[src/rtl/bistprj_mbist_ctrl.sv]
// March C- BIST engine driving one single-port SRAM and reporting first-failure diagnostics.
// Latency: first access is on the bus one cycle after the START edge; run takes 10N+1 cycles.
// Backpressure: none; the SRAM accepts one access per cycle, and ABORT stops the run on the next edge.
module bistprj_mbist_ctrl #(
  parameter int ADDR_W = 4,
  parameter int DATA_W = 8,
  parameter int CNT_W  = 8
) (
  input  logic              MAS_CLK,
  input  logic              MAS_RST,
  input  logic              BIST_START,
  input  logic              BIST_ABORT,
  input  logic [DATA_W-1:0] MEM_RDATA,
  output logic              MEM_CE,
  output logic              MEM_WE,
  output logic [ADDR_W-1:0] MEM_ADDR,
  output logic [DATA_W-1:0] MEM_WDATA,
  output logic              BIST_BUSY,
  output logic              BIST_DONE,
  output logic              BIST_FAIL,
  output logic [ADDR_W-1:0] FAIL_ADDR,
  output logic [2:0]        FAIL_ELEM,
  output logic [CNT_W-1:0]  FAIL_COUNT
);

  typedef enum logic [1:0] {
    ST_IDLE     = 2'd0,
    ST_RUN      = 2'd1,
    ST_CMP_LAST = 2'd2
  } state_t;

  localparam logic [ADDR_W-1:0] ADDR_ZERO = '0;
  localparam logic [ADDR_W-1:0] ADDR_MAX  = '1;
  localparam logic [ADDR_W-1:0] ADDR_ONE  = ADDR_W'(1);
  localparam logic [DATA_W-1:0] BG0       = '0;
  localparam logic [DATA_W-1:0] BG1       = '1;
  localparam logic [CNT_W-1:0]  CNT_MAX   = '1;
  localparam logic [CNT_W-1:0]  CNT_ONE   = CNT_W'(1);
  localparam logic [2:0]        ELEM_LAST = 3'd5;

  // Elements 0..2 walk addresses upward, 3..5 downward.
  function automatic logic elem_up(input logic [2:0] e);
    return (e <= 3'd2);
  endfunction

  // Every element except M0 starts each address with a read.
  function automatic logic elem_has_rd(input logic [2:0] e);
    return (e != 3'd0);
  endfunction

  // Every element except M5 ends each address with a write.
  function automatic logic elem_has_wr(input logic [2:0] e);
    return (e != ELEM_LAST);
  endfunction

  // Background expected by the read of an element: r1 in M2/M4, r0 elsewhere.
  function automatic logic [DATA_W-1:0] rd_bg(input logic [2:0] e);
    return ((e == 3'd2) || (e == 3'd4)) ? BG1 : BG0;
  endfunction

  // Background written by an element: w1 in M1/M3, w0 elsewhere.
  function automatic logic [DATA_W-1:0] wr_bg(input logic [2:0] e);
    return ((e == 3'd1) || (e == 3'd3)) ? BG1 : BG0;
  endfunction

  state_t            state_q, state_d;
  logic [2:0]        elem_q, elem_d;
  logic [ADDR_W-1:0] addr_d;
  logic              ce_d, we_d;
  logic [DATA_W-1:0] wdata_d;
  logic              start_q;
  logic              start_edge;
  logic              last_addr;
  logic              run_go;
  logic              done_set;
  logic              rd_issue;
  logic              cmp_hit;

  // Read pipeline: expected data, element and address travel with each read
  // so the compare in the following cycle knows what it is checking.
  logic              pend_q;
  logic [DATA_W-1:0] pend_exp_q;
  logic [2:0]        pend_elem_q;
  logic [ADDR_W-1:0] pend_addr_q;

  assign start_edge = BIST_START & ~start_q;
  assign last_addr  = elem_up(elem_q) ? (MEM_ADDR == ADDR_MAX) : (MEM_ADDR == ADDR_ZERO);
  assign rd_issue   = (state_q == ST_RUN) && MEM_CE && !MEM_WE;
  assign cmp_hit    = pend_q && !BIST_ABORT && (MEM_RDATA != pend_exp_q);

  // Next-state and next-access decode: walks element/address/phase one op per cycle.
  always_comb begin
    state_d  = state_q;
    elem_d   = elem_q;
    addr_d   = MEM_ADDR;
    ce_d     = MEM_CE;
    we_d     = MEM_WE;
    wdata_d  = MEM_WDATA;
    run_go   = 1'b0;
    done_set = 1'b0;
    case (state_q)
      ST_IDLE: begin
        ce_d = 1'b0;
        we_d = 1'b0;
        // ABORT wins over a coincident START edge.
        if (start_edge && !BIST_ABORT) begin
          run_go  = 1'b1;
          state_d = ST_RUN;
          elem_d  = 3'd0;
          addr_d  = ADDR_ZERO;
          ce_d    = 1'b1;
          we_d    = 1'b1;
          wdata_d = wr_bg(3'd0);
        end
      end
      ST_RUN: begin
        if (BIST_ABORT) begin
          state_d = ST_IDLE;
          ce_d    = 1'b0;
          we_d    = 1'b0;
        end else if (elem_has_rd(elem_q) && elem_has_wr(elem_q) && !MEM_WE) begin
          // Read just issued: the write to the same address follows immediately.
          we_d    = 1'b1;
          wdata_d = wr_bg(elem_q);
        end else if (!last_addr) begin
          addr_d  = elem_up(elem_q) ? (MEM_ADDR + ADDR_ONE) : (MEM_ADDR - ADDR_ONE);
          we_d    = !elem_has_rd(elem_q);
          wdata_d = wr_bg(elem_q);
        end else if (elem_q == ELEM_LAST) begin
          // Final read of M5 is on the bus; its data still has to be compared.
          state_d = ST_CMP_LAST;
          ce_d    = 1'b0;
          we_d    = 1'b0;
        end else begin
          // Element boundary: reload the counter, no bubble. M1..M5 all open with a read.
          elem_d  = elem_q + 3'd1;
          addr_d  = elem_up(elem_q + 3'd1) ? ADDR_ZERO : ADDR_MAX;
          we_d    = 1'b0;
          wdata_d = wr_bg(elem_q + 3'd1);
        end
      end
      ST_CMP_LAST: begin
        ce_d     = 1'b0;
        we_d     = 1'b0;
        state_d  = ST_IDLE;
        done_set = !BIST_ABORT;
      end
      default: begin
        state_d = ST_IDLE;
        ce_d    = 1'b0;
        we_d    = 1'b0;
      end
    endcase
  end

  // FSM state and the registered SRAM access bus.
  always_ff @(posedge MAS_CLK or negedge MAS_RST) begin
    if (!MAS_RST) begin
      state_q   <= ST_IDLE;
      elem_q    <= 3'd0;
      MEM_CE    <= 1'b0;
      MEM_WE    <= 1'b0;
      MEM_ADDR  <= ADDR_ZERO;
      MEM_WDATA <= BG0;
      BIST_BUSY <= 1'b0;
    end else begin
      state_q   <= state_d;
      elem_q    <= elem_d;
      MEM_CE    <= ce_d;
      MEM_WE    <= we_d;
      MEM_ADDR  <= addr_d;
      MEM_WDATA <= wdata_d;
      BIST_BUSY <= (state_d != ST_IDLE);
    end
  end

  // START edge history and read-compare pipeline; an abort drops any in-flight read.
  always_ff @(posedge MAS_CLK or negedge MAS_RST) begin
    if (!MAS_RST) begin
      start_q     <= 1'b0;
      pend_q      <= 1'b0;
      pend_exp_q  <= BG0;
      pend_elem_q <= 3'd0;
      pend_addr_q <= ADDR_ZERO;
    end else begin
      start_q     <= BIST_START;
      pend_q      <= rd_issue && !BIST_ABORT;
      pend_exp_q  <= rd_bg(elem_q);
      pend_elem_q <= elem_q;
      pend_addr_q <= MEM_ADDR;
    end
  end

  // Sticky status and first-failure capture; cleared when a new run is accepted.
  always_ff @(posedge MAS_CLK or negedge MAS_RST) begin
    if (!MAS_RST) begin
      BIST_DONE  <= 1'b0;
      BIST_FAIL  <= 1'b0;
      FAIL_ADDR  <= ADDR_ZERO;
      FAIL_ELEM  <= 3'd0;
      FAIL_COUNT <= '0;
    end else if (run_go) begin
      BIST_DONE  <= 1'b0;
      BIST_FAIL  <= 1'b0;
      FAIL_ADDR  <= ADDR_ZERO;
      FAIL_ELEM  <= 3'd0;
      FAIL_COUNT <= '0;
    end else begin
      if (done_set) begin
        BIST_DONE <= 1'b1;
      end
      if (cmp_hit) begin
        BIST_FAIL <= 1'b1;
        if (FAIL_COUNT != CNT_MAX) begin
          FAIL_COUNT <= FAIL_COUNT + CNT_ONE;
        end
        if (!BIST_FAIL) begin
          FAIL_ADDR <= pend_addr_q;
          FAIL_ELEM <= pend_elem_q;
        end
      end
    end
  end

endmodule

[config.mk]
export PLATFORM = sky130hd
export DESIGN_NAME = bistprj_mbist_ctrl
export DESIGN_NICKNAME = d
export VERILOG_FILES = /design/src/rtl/bistprj_mbist_ctrl.sv
export SDC_FILE = /design/constraint.sdc
export NUM_CORES = 1
export LEC_CHECK = 0
export CAP_MARGIN = 10
export CORE_MARGIN = 4
export CORE_UTILIZATION = 45
export DETAILED_ROUTE_END_ITERATION = 8
export MAX_ROUTING_LAYER = met4
export PLACE_DENSITY = 0.72
export SKIP_CTS_REPAIR_TIMING = 1
export SYNTH_ARGS = -nofsm -noshare
export SYNTH_HDL_FRONTEND = slang
export SYNTH_SLANG_ARGS = --single-unit
[constraint.sdc]
create_clock -name MAS_CLK -period 6.75 [get_ports MAS_CLK]
set_clock_uncertainty 0.05 [all_clocks]
set_input_delay 1.35 -clock MAS_CLK [delete_from_list [all_inputs] [get_ports MAS_CLK]]
set_output_delay 1.35 -clock MAS_CLK [all_outputs]
set_load 0.02 [all_outputs]
# After elaboration in Yosys (flattened, before gate mapping)
# Index checks and enable logic that the tools add are counted.
[totals] ff_bits=54 input_bits=12 out_inout_bits=32
[op_classes] n_addsub=4 order_cmp=2 eq_ne=24 mux=55 bitwise=2 reduce_logical=28
[ops] cell="8-bit two-way mux" n=11
[ops] cell="4-bit two-way mux" n=10
[ops] cell="3-bit two-way mux" n=8
[ops] cell="8-bit one-hot mux with 2 select lines" n=1
[ops] cell="1-bit two-way mux" n=15
[ops] cell="3-bit != test, second input constant" n=4
[ops] cell="2-bit two-way mux" n=5
[ops] cell="2-bit != test, second input constant" n=5
[ops] cell="2-bit nonzero test" n=5
[ops] cell="3-bit by 2-bit == test with 1-bit output, second input constant" n=3
[ops] cell="8-bit by 1-bit adder with 8-bit output, second input constant" n=1
[ops] cell="1-bit logical AND" n=8
[ops] cell="8-bit != test" n=1
[ops] cell="8-bit != test, second input constant" n=1
[ops] cell="4-bit one-hot mux with 2 select lines" n=1
[ops] cell="3-bit by 1-bit == test with 1-bit output, second input constant" n=2
[ops] cell="3-bit == test, second input constant" n=2
[ops] cell="3-bit by 2-bit <= comparator with 1-bit output, second input constant" n=2
[ops] cell="3-bit one-hot mux with 2 select lines" n=1
[ops] cell="6-bit AND reduction" n=1
[ops] cell="5-bit AND reduction" n=1
[ops] cell="4-bit by 1-bit adder with 4-bit output, second input constant" n=1
[ops] cell="4-bit == test, second input constant" n=1
[ops] cell="4-bit zero test" n=1
[ops] cell="18 further kinds" n=24

# Longest topological paths before layout
[logic_depth] word_depth=9 depth_mapped=11 ltp_nobuf=11

# Worst setup path after synthesis
# No wires, ideal clock.
[synth_path] path_kind="input to register" from="input BIST_ABORT" to="register MEM_ADDR[0]" setup_time_ps=125 arrival_time_ps=2717 required_time_ps=6575 setup_slack_ps=3858 stages=6 path_cell_list="or3b_1 buf_2 a31o_4 a22o_4 a31o_1 mux2_4"
[synth_via] elab_chain_cells=4 word_cells_on_any_way=5 cone_classes="eq/ne: 2; reduce/logical: 3"
[synth_lines] element="start, declared" line="12" rtl="input logic BIST_ABORT,"
[synth_lines] element="1-bit zero test" line="106" rtl="if (start_edge && !BIST_ABORT) begin"
[synth_lines] element="1-bit logical AND" line="106"
[synth_lines] element="2-bit != test (no line)"
[synth_lines] element="5-bit AND reduction (no line) (*)"
[synth_lines] element="end signal, assigned" line="171" rtl="MEM_ADDR <= addr_d;"
[synth_lines] element="end, declared" line="16" rtl="output logic [ADDR_W-1:0] MEM_ADDR,"
# Every way passes the cells marked *; elsewhere a longest branch is shown, timed or not.
# A chain may end at the register's enable or synchronous reset.

# Final worst setup path
# Same ends and word-level chain as after synthesis.

==> impl_metrics.py <==
metrics = {
    "synth": {
        "synthSimpleGateAreaFrac_pct": 19.4,
        "ys_ff_latch": 40,
        "syn_area_um2": 2040,
        "syn_area_per_cell_um2": 9.96,
        "synth_edf_count": 0,
        "synth_compound_area_share_pct": 15.6,
        "ys_seq_area_share_pct": 49.0,
        "synth_top_family_by_area": "simple AND/OR/NAND/NOR gates",
        "syn_nets": 227,
        "synth_xor_area_share_pct": 2.57,
        "synth_fa_ha_area_share_pct": 6.13,
        "yosys_warnings": 0,
        "async_flop_share_pct": 100,
        "ys.flop_type": "dfrtp_1",
        "syn_inst": 205,
        "synthMuxAreaShare_pct": 1.84,
        "synth_cell_types": 45,
    },
    "routing": {
        "ant_nets": 0,
        "routedWlPerCell_um": 14.5,
        "drc": 0,
        "vias_per_cell": 5.47,
        "vias": 1603,
        "drt_wl_total_mm": 4.25,
        "drt_pass1_iterations": 5,
        "drtIter0Drc": 141,
    },
    "floorplanning": {
        "io_pins": 44,
        "design.core.area_um2": 4380,
        "die_w_um": 75.4,
        "start_util_pct": 46.6,
        "fp-row-count": 24,
        "die_area_um2": 5680,
        "fp.dieH_um": 75.4,
    },
    "clock_tree": {
        "cts_buffer_depth": 2,
        "tritoncts": "built",
        "cts_sinks": 40,
        "clk_latency_ns": 0.29,
        "clk_pin_slew_ns": 0.08,
        "cts-root-buf": "clkbuf_8",
        "cts_buffers": 5,
        "h-tree-depth": 2,
    },
    "grt": {
        "grt_overflow": 0,
        "use_met2_pct": 25.5,
        "use_met3_pct": 4.35,
        "gr-usage-all-layers_pct": 16.7,
        "grt_max_degree": 41,
        "antenna_found_initial": 0,
        "grtUsageMet1_pct": 22.0,
        "busiest_layer": "met2",
        "grt_pass1_vias": 1449,
        "grt_pass1_wl_mm": 7.01,
    },
    "critical_path": {
        "cp_max_fo": 25,
        "required_ns": 6.87,
        "crit_arrival_ns": 3.62,
        "rrSetupSlack_ns": 4.07,
        "worst_setup_path_start_kind": "input pin",
        "reg2reg_depth": 10,
        "timing.rr.end": "MEM_ADDR[2]",
        "rr_startpoint": "elem_q[0]",
        "cp-end-kind": "register",
        "crit_type": "in2reg",
    },
    "cells_and_area": {
        "post-route-cell-area_um2": 2550,
        "final_nets": 262,
        "area_delta_synth_final_pct": 25.1,
        "fillers": 412,
        "drive_gt1_share_pct": 7.05,
        "n_antenna_cell": 0,
    },
    "worst_hold_path": {
        "hold_depth": 1,
        "hold_class": "reg2reg",
        "hold_start": "MEM_WE",
        "holdPathEnd": "pend_q",
    },
    "timing": {
        "slew_headroom_pct": 40.9,
        "setup_viol": 0,
        "timing.fmax_ghz": 0.286,
        "rsz0062_at_grt": "false",
        "slew_viol_final": 0,
        "fin_crit_sh_pct": 51.7,
        "period_needed_ns": 3.49,
        "worst_pin_slew_ns": 0.883,
        "hold_viol": 0,
        "fin_tns_setup_ns": 0,
    },
    "placed_design": {
        "dpl_cell_area_um2": 2450,
        "port_buffers": 43,
        "gp_congestion": 0.852,
        "dpl.hpwl_mm": 3.07,
    },
    "pwr": {
        "p_seq_share_pct": 51.6,
        "p_clk_share_pct": 39.0,
        "comb_power_share_pct": 9.4,
        "switching_share_pct": 23.3,
        "irDropWorstVdd_mv": 0.0956,
        "p_sw_w": 0.000114,
        "intPower_w": 0.000376,
        "power.density_nw_per_um2": 192,
        "p_leak_nw": 1.09,
    },
    "outcome": {
        "status": "finished, final reports clean",
    },
    "job": {
        "drv_cap": 0,
    },
}
[layer usage]
layer / vias up / routed length, um
li1: 793 / -
met1: 765 / 1920
met2: 41 / 2030
met3: 4 / 251
met4: 0 / 38
met5: - / 0
[worst max-delay path, stage by stage]
cell	delay [ns]
clkdlybuf4s50_1	0.46
nor2_1	0.18
nand3_1	0.65
a22o_4	0.53
a31o_1	0.19
mux2_4	0.25
[cells by family (layout without fill, tap and decap cells)]
kind of cell / Yosys count / count (layout)
compound gates: 44 / 44
simple gates: 80 / 80
flops: 40 / 40
buf+inv: 22 / 58
mux: 3 / 3
fa+ha+maj: 10 / 10
xor+xnor: 6 / 6
[layout make-up]
| cell class | count | area (um2) | share of cell area, % |
|---|---|---|---|
| Sequential cell | 40 | 1000 | 39.2 |
| Clock inverter | 2 | 35.0 | 1.37 |
| Multi-Input combinational cell | 143 | 930 | 36.4 |
| Tap cell | 52 | 65.1 | 2.55 |
| Timing Repair Buffer | 43 | 425 | 16.7 |
| Clock buffer | 6 | 72.6 | 2.84 |
| Inverter | 7 | 26.3 | 1.03 |
[how the worst max path moves through the flow]
stage	start	to	slack [ns]	depth (start not counted)
floorplan	BIST_ABORT	MEM_ADDR[0]	3.86	6
global placement	BIST_ABORT	MEM_ADDR[0]	3.05	6
detailed placement	BIST_ABORT	MEM_ADDR[0]	2.98	6
CTS	BIST_ABORT	MEM_ADDR[0]	3.27	6
global route	BIST_ABORT	MEM_ADDR[0]	3.09	6
finish	BIST_ABORT	MEM_ADDR[0]	3.26	6
[per-stage QoR]
stage,total power [W],hold WS [ns],worst slack (ns),std cells,util (%)
after floorplan,0.000280,0.396,3.86,205,-
after global placement,0.000304,0.436,3.05,285,55.8
after detailed placement,0.000304,0.418,2.98,285,55.8
after CTS,0.000493,0.442,3.27,293,58.3
after global routing,0.000510,0.472,3.09,293,58.3
final,0.000490,0.444,3.26,293,58.3
[cell usage after synthesis (all sizes together), types with 4 or more instances]
| cell type | count | share of area, % |
|---|---|---|
| a21oi | 4 | 0.98 |
| a22o | 5 | 2.6 |
| buf | 9 | 3.1 |
| clkbuf | 6 | 1.1 |
| dfrtp | 40 | 49 |
| ha | 10 | 6.1 |
| inv | 7 | 1.3 |
| nand2 | 19 | 3.5 |
| nand3 | 14 | 3.4 |
| nand4 | 5 | 1.5 |
| nor2 | 18 | 3.3 |
| nor3 | 8 | 2.2 |
| nor4 | 4 | 1.5 |
| o21ai | 18 | 4.6 |
| xnor2 | 6 | 2.6 |
[sequential cells by signal (all words and copies together), names as in the netlist, 2 cells and up]
register     flops
FAIL_ADDR        4
FAIL_COUNT       8
FAIL_ELEM        3
pend_elem_q      3
MEM_ADDR         4
elem_q           3
pend_addr_q      4
state_q          2
[power groups by stage]
stage | Clock, W | Combinational, W | Sequential [W]
after floorplan | 0 | 0.0000202 | 0.000260
after global placement | 0 | 0.0000459 | 0.000258
after detailed placement | 0 | 0.0000465 | 0.000257
after CTS | 0.000193 | 0.0000468 | 0.000253
after global routing | 0.000206 | 0.0000506 | 0.000254
final | 0.000191 | 0.0000461 | 0.000253
[cell usage in the layout, fill, tap and decap left out, drive strengths merged, types with 2 or more instances in the layout]
cell type	Yosys	routed
or3	3	3
o21ai	18	18
nor4	4	4
a21oi	4	4
clkbuf	6	6
nor2	18	18
mux2	3	3
nor3	8	8
nand4	5	5
and3	3	3
a22o	5	5
nor2b	3	3
a31o	3	3
ha	10	10
nand3	14	14
o2bb2ai	2	2
clkdlybuf4s50	0	42
xnor2	6	6
a31oi	2	2
dfrtp	40	40
nand2	19	19
inv	7	7
No activity file was read; power rests on OpenSTA's default activity.
